### src/rtl/fp_pkg.sv
// Shared floating-point definitions: operation and rounding-mode encodings,
// one-hot class bit positions, and the 28-bit extended-mantissa layout used
// between operand alignment and normalize/round.
package fp_pkg;

    typedef enum logic [4:0] {
        FP_ADD  = 5'b00001,
        FP_SUB  = 5'b00010,
        FP_MUL  = 5'b00011,
        FP_DIV  = 5'b00100,
        FP_SQRT = 5'b00101,
        FP_CONV = 5'b01110
    } alu_op_e;

    typedef enum logic [2:0] {
        RNE = 3'd0,
        RTZ = 3'd1,
        RDN = 3'd2,
        RUP = 3'd3,
        RMM = 3'd4
    } rm_e;

    // Bit positions inside the one-hot class vector {nan, inf, zero, subnormal}
    localparam int CLS_SUBNORM = 0;
    localparam int CLS_ZERO    = 1;
    localparam int CLS_INF     = 2;
    localparam int CLS_NAN     = 3;

    // Extended-mantissa field positions
    localparam int EXT_W       = 28;
    localparam int EXT_CARRY   = 27;
    localparam int EXT_HIDDEN  = 26;
    localparam int EXT_FRAC_HI = 25;
    localparam int EXT_FRAC_LO = 3;
    localparam int EXT_GUARD   = 2;
    localparam int EXT_ROUND   = 1;
    localparam int EXT_STICKY  = 0;

    typedef struct packed {
        logic        carry;
        logic        hidden;
        logic [22:0] frac;
        logic        guard;
        logic        round;
        logic        sticky;
    } ext_mant_t;

    // Build an unshifted extended mantissa: no carry, empty GRS bits
    function automatic ext_mant_t make_ext(input logic hidden, input logic [22:0] frac);
        ext_mant_t m;
        m.carry  = 1'b0;
        m.hidden = hidden;
        m.frac   = frac;
        m.guard  = 1'b0;
        m.round  = 1'b0;
        m.sticky = 1'b0;
        return m;
    endfunction

endpackage

### src/rtl/fp_align_shifter.sv
// Combinational right shifter for the B mantissa. Bits shifted past the
// bottom are folded into the sticky bit; at SHIFT_SAT or beyond, the whole
// operand collapses to a lone sticky bit (or zero if B was zero).
module fp_align_shifter #(
    parameter int SHIFT_SAT = 27
) (
    input  logic [27:0] mant_in,
    input  logic [7:0]  shamt,
    output logic [27:0] mant_out
);

    localparam logic [7:0] SAT = 8'(SHIFT_SAT);

    logic [27:0] shifted;
    logic [27:0] lost_mask;
    logic        lost;

    // Shift, gather discarded bits into sticky, saturate on large distances
    always_comb begin
        shifted   = mant_in >> shamt;
        lost_mask = ~(28'hFFF_FFFF << shamt);
        lost      = |(mant_in & lost_mask);
        if (shamt >= SAT) begin
            mant_out = {27'd0, |mant_in};
        end else begin
            mant_out = {shifted[27:1], shifted[0] | lost};
        end
    end

endmodule

### src/rtl/fp_operand_align_32bit.sv
// FP operand front end: unpack/classify/swap (stage 1), then align B to A's
// exponent (stage 2), with a valid/ready handshake on both sides.
// Optional build macro FP_ALIGN_FTZ_EN flushes subnormal inputs to signed zero.
module fp_operand_align_32bit
    import fp_pkg::*;
#(
    parameter int SHIFT_SAT = 27
) (
    input  logic        clk,
    input  logic        rst,
    input  logic        in_valid,
    output logic        in_ready,
    input  logic [31:0] op_a,
    input  logic [31:0] op_b,
    input  logic [4:0]  alu_op,
    input  logic [2:0]  rm,
    output logic        out_valid,
    input  logic        out_ready,
    output logic        out_sign_a,
    output logic        out_sign_b,
    output logic [7:0]  out_exp,
    output logic [27:0] out_mant_a,
    output logic [27:0] out_mant_b,
    output logic [3:0]  out_class_a,
    output logic [3:0]  out_class_b,
    output logic        out_swapped,
    output logic        out_eff_sub,
    output logic [4:0]  out_alu_op,
    output logic [2:0]  out_rm
);

    typedef struct packed {
        logic        sign;
        logic [7:0]  exp_raw;
        logic [7:0]  exp_eff;
        logic        hidden;
        logic [22:0] frac;
        logic [3:0]  cls;
    } opnd_t;

    typedef struct packed {
        opnd_t       a;
        opnd_t       b;
        logic        addsub;
        logic        swapped;
        logic        eff_sub;
        logic [4:0]  alu_op;
        logic [2:0]  rm;
    } s1_t;

    typedef struct packed {
        logic        sign_a;
        logic        sign_b;
        logic [7:0]  exp;
        logic [27:0] mant_a;
        logic [27:0] mant_b;
        logic [3:0]  cls_a;
        logic [3:0]  cls_b;
        logic        swapped;
        logic        eff_sub;
        logic [4:0]  alu_op;
        logic [2:0]  rm;
    } s2_t;

    // Split an IEEE single into fields and classify it
    function automatic opnd_t unpack(input logic [31:0] x);
        opnd_t o;
        o.sign    = x[31];
        o.exp_raw = x[30:23];
        o.frac    = x[22:0];
        o.hidden  = (x[30:23] != 8'd0);
        o.exp_eff = x[30:23];
        o.cls     = 4'b0000;
        if (x[30:23] == 8'hFF) begin
            if (x[22:0] != 23'd0) o.cls[CLS_NAN] = 1'b1;
            else                  o.cls[CLS_INF] = 1'b1;
        end else if (x[30:23] == 8'd0) begin
            if (x[22:0] == 23'd0) begin
                o.cls[CLS_ZERO] = 1'b1;
            end else begin
`ifdef FP_ALIGN_FTZ_EN
                o.frac          = 23'd0;
                o.cls[CLS_ZERO] = 1'b1;
`else
                o.exp_eff          = 8'd1;
                o.cls[CLS_SUBNORM] = 1'b1;
`endif
            end
        end
        return o;
    endfunction

    logic        s1_valid_q, s1_valid_d;
    logic        s2_valid_q, s2_valid_d;
    s1_t         s1_q, s1_d, s1_new;
    s2_t         s2_q, s2_d, s2_new;
    logic        s1_free, s2_free;
    opnd_t       ua, ub;
    logic        addsub, swap;
    logic signed [9:0] d;
    logic [7:0]  shamt;
    logic [27:0] mant_b_raw, mant_b_al;

    assign s2_free  = ~s2_valid_q | out_ready;
    assign s1_free  = ~s1_valid_q | s2_free;
    assign in_ready = s1_free;

    // Handshake: each stage advances when its downstream slot is free
    always_comb begin
        s1_valid_d = s1_valid_q;
        s2_valid_d = s2_valid_q;
        if (s1_free) s1_valid_d = in_valid;
        if (s2_free) s2_valid_d = s1_valid_q;
    end

    // ---- stage 1: unpack, classify, SUB sign flip, magnitude swap ----
    always_comb begin
        ua     = unpack(op_a);
        ub     = unpack(op_b);
        addsub = (alu_op == FP_ADD) || (alu_op == FP_SUB);
        if (alu_op == FP_SUB) ub.sign = ~ub.sign;
        swap   = addsub && ({ub.exp_raw, ub.frac} > {ua.exp_raw, ua.frac});
        s1_new.a       = swap ? ub : ua;
        s1_new.b       = swap ? ua : ub;
        s1_new.addsub  = addsub;
        s1_new.swapped = swap;
        s1_new.eff_sub = addsub & (ua.sign ^ ub.sign);
        s1_new.alu_op  = alu_op;
        s1_new.rm      = rm;
        s1_d = s1_q;
        if (s1_free && in_valid) s1_d = s1_new;
    end

    // ---- stage 2: exponent difference and B alignment ----
    assign d          = $signed({2'b00, s1_q.a.exp_eff}) - $signed({2'b00, s1_q.b.exp_eff});
    assign shamt      = (s1_q.addsub && (d > 10'sd0)) ? d[7:0] : 8'd0;
    assign mant_b_raw = make_ext(s1_q.b.hidden, s1_q.b.frac);

    fp_align_shifter #(
        .SHIFT_SAT (SHIFT_SAT)
    ) u_shifter (
        .mant_in  (mant_b_raw),
        .shamt    (shamt),
        .mant_out (mant_b_al)
    );

    // Assemble the aligned result and hold it while downstream stalls
    always_comb begin
        s2_new.sign_a  = s1_q.a.sign;
        s2_new.sign_b  = s1_q.b.sign;
        s2_new.exp     = s1_q.addsub ? s1_q.a.exp_eff : s1_q.a.exp_raw;
        s2_new.mant_a  = make_ext(s1_q.a.hidden, s1_q.a.frac);
        s2_new.mant_b  = mant_b_al;
        s2_new.cls_a   = s1_q.a.cls;
        s2_new.cls_b   = s1_q.b.cls;
        s2_new.swapped = s1_q.swapped;
        s2_new.eff_sub = s1_q.eff_sub;
        s2_new.alu_op  = s1_q.alu_op;
        s2_new.rm      = s1_q.rm;
        s2_d = s2_q;
        if (s2_free && s1_valid_q) s2_d = s2_new;
    end

    // Control and output registers; outputs read zero while in reset
    always_ff @(posedge clk or posedge rst) begin
        if (rst) begin
            s1_valid_q <= 1'b0;
            s2_valid_q <= 1'b0;
            s2_q       <= '0;
        end else begin
            s1_valid_q <= s1_valid_d;
            s2_valid_q <= s2_valid_d;
            s2_q       <= s2_d;
        end
    end

    // Stage-1 payload is qualified by s1_valid_q, so it needs no reset
    always_ff @(posedge clk) begin
        s1_q <= s1_d;
    end

    assign out_valid   = s2_valid_q;
    assign out_sign_a  = s2_q.sign_a;
    assign out_sign_b  = s2_q.sign_b;
    assign out_exp     = s2_q.exp;
    assign out_mant_a  = s2_q.mant_a;
    assign out_mant_b  = s2_q.mant_b;
    assign out_class_a = s2_q.cls_a;
    assign out_class_b = s2_q.cls_b;
    assign out_swapped = s2_q.swapped;
    assign out_eff_sub = s2_q.eff_sub;
    assign out_alu_op  = s2_q.alu_op;
    assign out_rm      = s2_q.rm;

endmodule

### config.mk
export PLATFORM = sky130hd
export DESIGN_NAME = fp_operand_align_32bit
export DESIGN_NICKNAME = d
export VERILOG_FILES = /design/src/rtl/fp_pkg.sv /design/src/rtl/fp_align_shifter.sv /design/src/rtl/fp_operand_align_32bit.sv
export SDC_FILE = /design/constraint.sdc
export NUM_CORES = 1
export LEC_CHECK = 0
export BUFFER_PORTS_ARGS = -buffer_cell sky130_fd_sc_hd__clkbuf_2
export CAP_MARGIN = 20
export CORE_MARGIN = 1
export CORE_UTILIZATION = 55
export CTS_CLUSTER_DIAMETER = 150
export CTS_CLUSTER_SIZE = 30
export DETAILED_ROUTE_END_ITERATION = 16
export PLACE_DENSITY = 0.78
export REMOVE_ABC_BUFFERS = 1
export SLEW_MARGIN = 20
export SYNTH_ARGS = -nofsm -noshare
export SYNTH_HDL_FRONTEND = slang
export SYNTH_SLANG_ARGS = --single-unit
### constraint.sdc
create_clock -name clk -period 4 [get_ports clk]
set_input_delay 0.8 -clock clk [delete_from_list [all_inputs] [get_ports clk]]
set_output_delay 0.8 -clock clk [all_outputs]
set_load 0.005 [all_outputs]
==> results <==
- The run finished, with violations left.
- The total power per unit cell area is 431.1 mW/mm^2.
- The buffers inserted during post-CTS setup optimization is 0.
- The count of distinct cell types in the synthesized netlist is 82.
- Entering global routing, the biggest net connects 67 pins.
- Clock-pin slew was measured on the worst setup and hold paths at 0.07 ns.
- On the final layout, the worst clock skew is 0.008034 ns.
- The worst slack after detailed placement is 0.2956 ns.
- The initial utilization of the core area, before any placement, comes to 0.5651.
- After synthesis, the mean cell area works out to 11.08 sq um.
- Along the worst path, the maximum fanout reaches 13.
- The setup violation total in the final timing report is 0.
- The H-tree depth reported by CTS is 4.
- From synthesis to final layout, the design area changed by 17.30%.
- Across every metal layer, demand over resource in global routing totals 0.2941.
- The cell taking the most area after synthesis is edfxtp_1.
- The average detailed-routed wire length per instance is 20.78 microns.
- The post-synthesis instance area is 0.01022 sq mm.
- The finished cells cover 0.01199 sq mm.
- The data arrival time of the critical path is 4.05 ns.
- The number of antenna violations at the first check in global routing is 1.
- The maximum clock rate is 268.4 MHz.
- The worst max-slew margin expressed relative to the limit is 0.4368.
- The critical path class is reg -> reg.
- Counting flops with a built-in enable in the synthesized netlist gives 93.
- Using the TritonRoute via totals, the vias-per-cell ratio works out to 6.230.
- In the post-synthesis netlist, the biggest area contributors are edfxtp_1 (27%), dfrtp_1 (20%), mux2_2 (13%).
- The number of buffer cells added on primary ports is 156.
- Across the run, the number of max-cap violations was 0.
- The clock passes through at most 2 buffers.
- The first-pass GRT wire length is 43700 microns.
- The peak supply drop is 0.3412 mV.
- The cell row count is 49.
- The number of hold-slack violations in the final timing report came to 0.
- The met1 track demand over resource in global routing is 0.3813.
- The cell sitting at the root of the clock tree is a clkbuf_16.
- The number of global-route vias before repair came to 8199.
- The number of nets with antenna violations after routing is 0.
- The number of warning messages in the yosys log is 0.
- The routed wire length is 27630 microns.
- The DRC violation total after the first TritonRoute iteration is 804.
- The post-layout total power is 5.168 mW.
- Setup repair after global routing left no endpoint under its margin.
- The setup TNS is 0 ns.
- In this run, CTS created clock tree buffers numbering 17.
- 162 I/O pins were placed.
- The post-layout worst setup margin is 0.2737 ns.
- The clock insertion delay at the later pin of the skew report is 0.44 ns.
- The die height is 138.3 microns.
- The fraction of registers with async set/reset is 0.4655.
- At the pin with the least slew margin, the transition time is 0.8388 ns.
- The predominant post-synthesis flop cell is edfxtp_1.
- At the end of routability-driven placement, the weighted congestion stood at 0.9685.
- The number of max-slew violations in the final report was 0.
- The routing layer with the top usage in global route is met2.
- In the final layout, the share of cells above drive strength 1 is 0.3397.
- TritonCTS built the clock tree.
- The cell count after synthesis is 922.
- The final layout contains 1204 nets.
- 0 antenna diodes ended up in the layout.
- The total overflow left after global routing is 0.
- The detailed-route DRC error count is 14.
- The die covers 0.01913 sq mm.
- The register bit total from synthesis is 174.
- The width of the die is 138.3 microns.
- The met2 track demand over resource is 0.4702.
- The minimum period implied by the final worst setup slack is 3.726 ns.
- The final reports fail on design-rule violations.
- The sink count of the clock tree is 174.
- The core footprint is 0.01809 sq mm.
- Dividing the final minimum period by the clock period gives 0.9316.
- The detailed-routing iteration count for the pre-antenna-repair pass is 12.
- The total via count in the routed design is 8286.
- In this run the worst hold path is classified as in -> async.
- The standard cell area after detailed placement is 0.01142 sq mm.
- The required time at the worst-slack endpoint is 4.32 ns.
- The kind of end point of the critical path is a register.
- For this run, global-route usage on met3 was measured as 0.07066.
- STA classifies the critical path startpoint as a register.
- The count of hold buffers inserted by post-cts repair is 0.
- The area share of the leading cell type in the synthesized netlist is 0.2733.
- Post-CTS repair changed the size of 0 cells.
- The leakage power of the design is 5.196 nW.
- The portion of the post-synthesis area used by sequential elements is 0.4716.
- Detailed placement ended at an HPWL of 19840 microns.
## final cells by class
class | instances | area [sq um]
fill | 1357 | 6098
multi-input combinational | 657 | 5044
sequential | 174 | 4820
timing repair buffer | 191 | 1094
clock buffer | 18 | 439.2
tap | 229 | 286.5
inverter | 47 | 177.7
clock inverter | 14 | 127.6
## flip-flops by register name (all words and copies together) (netlist names), 3 cells and up
register / flops
out_class_a: 4
out_class_b: 4
out_alu_op: 5
mant_b_raw: 24
out_exp: 8
out_mant_a: 24
out_rm: 3
out_mant_b: 27
s1_q: 69
## through the flow
stage,util,instances,hold WS (ns)
4_1_cts,0.6628,1330,0.4630
3_5_place_dp,0.6315,1298,0.4634
6_report,0.6628,1330,0.4422
3_3_place_gp,0.6315,1298,0.4562
5_1_grt,0.6628,1330,0.4928
2_1_floorplan,-,878,0.4558
## worst max-delay path, cell delays in order (launching register included)
cell and delay [ns]:
edfxtp_1 0.37, ha_1 0.22, inv_1 0.07, fa_1 0.26, a21o_1 0.19, and4_4 0.28, o2111a_2 0.27, nor2_2 0.05
buf_4 0.19, nor2_1 0.61, nor3_1 0.11, a2bb2oi_1 0.20, o2111ai_1 0.12, or3_1 0.38, a221o_1 0.29
## kinds of logic (layout without fill, tap and decap cells)
| group | Yosys count | count (layout) | share of synthesized area |
|---|---|---|---|
| AOI/OAI and AO/OA | 206 | 206 | 0.1447 |
| xor gates and xnor gates | 8 | 8 | 0.006855 |
| adders and majority gates | 40 | 40 | 0.04971 |
| buffers and inverters | 95 | 270 | 0.03906 |
| DFF | 174 | 174 | 0.4716 |
| muxes | 158 | 158 | 0.1698 |
| other | 1 | 5 | 0.0003669 |
| and+or+nand+nor | 240 | 240 | 0.1179 |
## per-layer routing
layer  up-vias  wire length (microns)  part of all wire
met5         -                      0                 0
met4         0                    839             0.030
met3        71                   2070             0.075
met2       372                  12930              0.47
met1      4019                  11800              0.43
li1       3824                      -                 -
## path summary, 6_finish.rpt
path / startpoint / endpoint / slack, ns / depth (start not counted)
max reg2reg: s1_q[39] / out_mant_b[0] / 0.27 / 14
min reg2reg: s1_q[74] / out_mant_a[17] / 0.48 / 1
min in group clk: s1_q[74] / out_mant_a[17] / 0.48 / 1
min: rst / out_mant_b[20] / 0.44 / 2
max in group asynchronous: rst / out_mant_a[4] / 2.75 / 3
max: s1_q[39] / out_mant_b[0] / 0.27 / 14
## synthesized netlist by cell type, types with 6 or more instances
cell type  count
dfrtp_1       81
and2_1         9
mux2_2       122
a21o_1        12
buf_2         16
a22oi_1        8
a211oi_1       7
nor3_1        14
a31oi_1        7
inv_1         46
nand2b_1       7
nand3_1       22
o21ai_0       33
a22o_1         8
a21oi_1       46
buf_4          6
mux2i_1       35
o211ai_1       8
nand2_1       78
o21ai_1        6
clkbuf_1      21
nand4_1       18
ha_1          39
nor2_1        38
edfxtp_1      93
nor4_1        19
a221o_1        7
## placed cells by master (no fill, tap or decap), drive strengths merged, types with 19 or more instances in the layout
master and n:
mux2 123, nand3 22, nand2 80, edfxtp 93, inv 51, a21oi 49, nor4 19, ha 39
mux2i 35, nor2 41, buf 35, dfrtp 81, clkbuf 174, o21ai 42
## power by group
part,switching [mW],internal (mW),leakage (nW)
Clock,0.776,0.833,0.275
Combinational,0.722,0.560,3.05
Sequential,0.143,2.13,1.87
(Power assumes the default switching activity.)
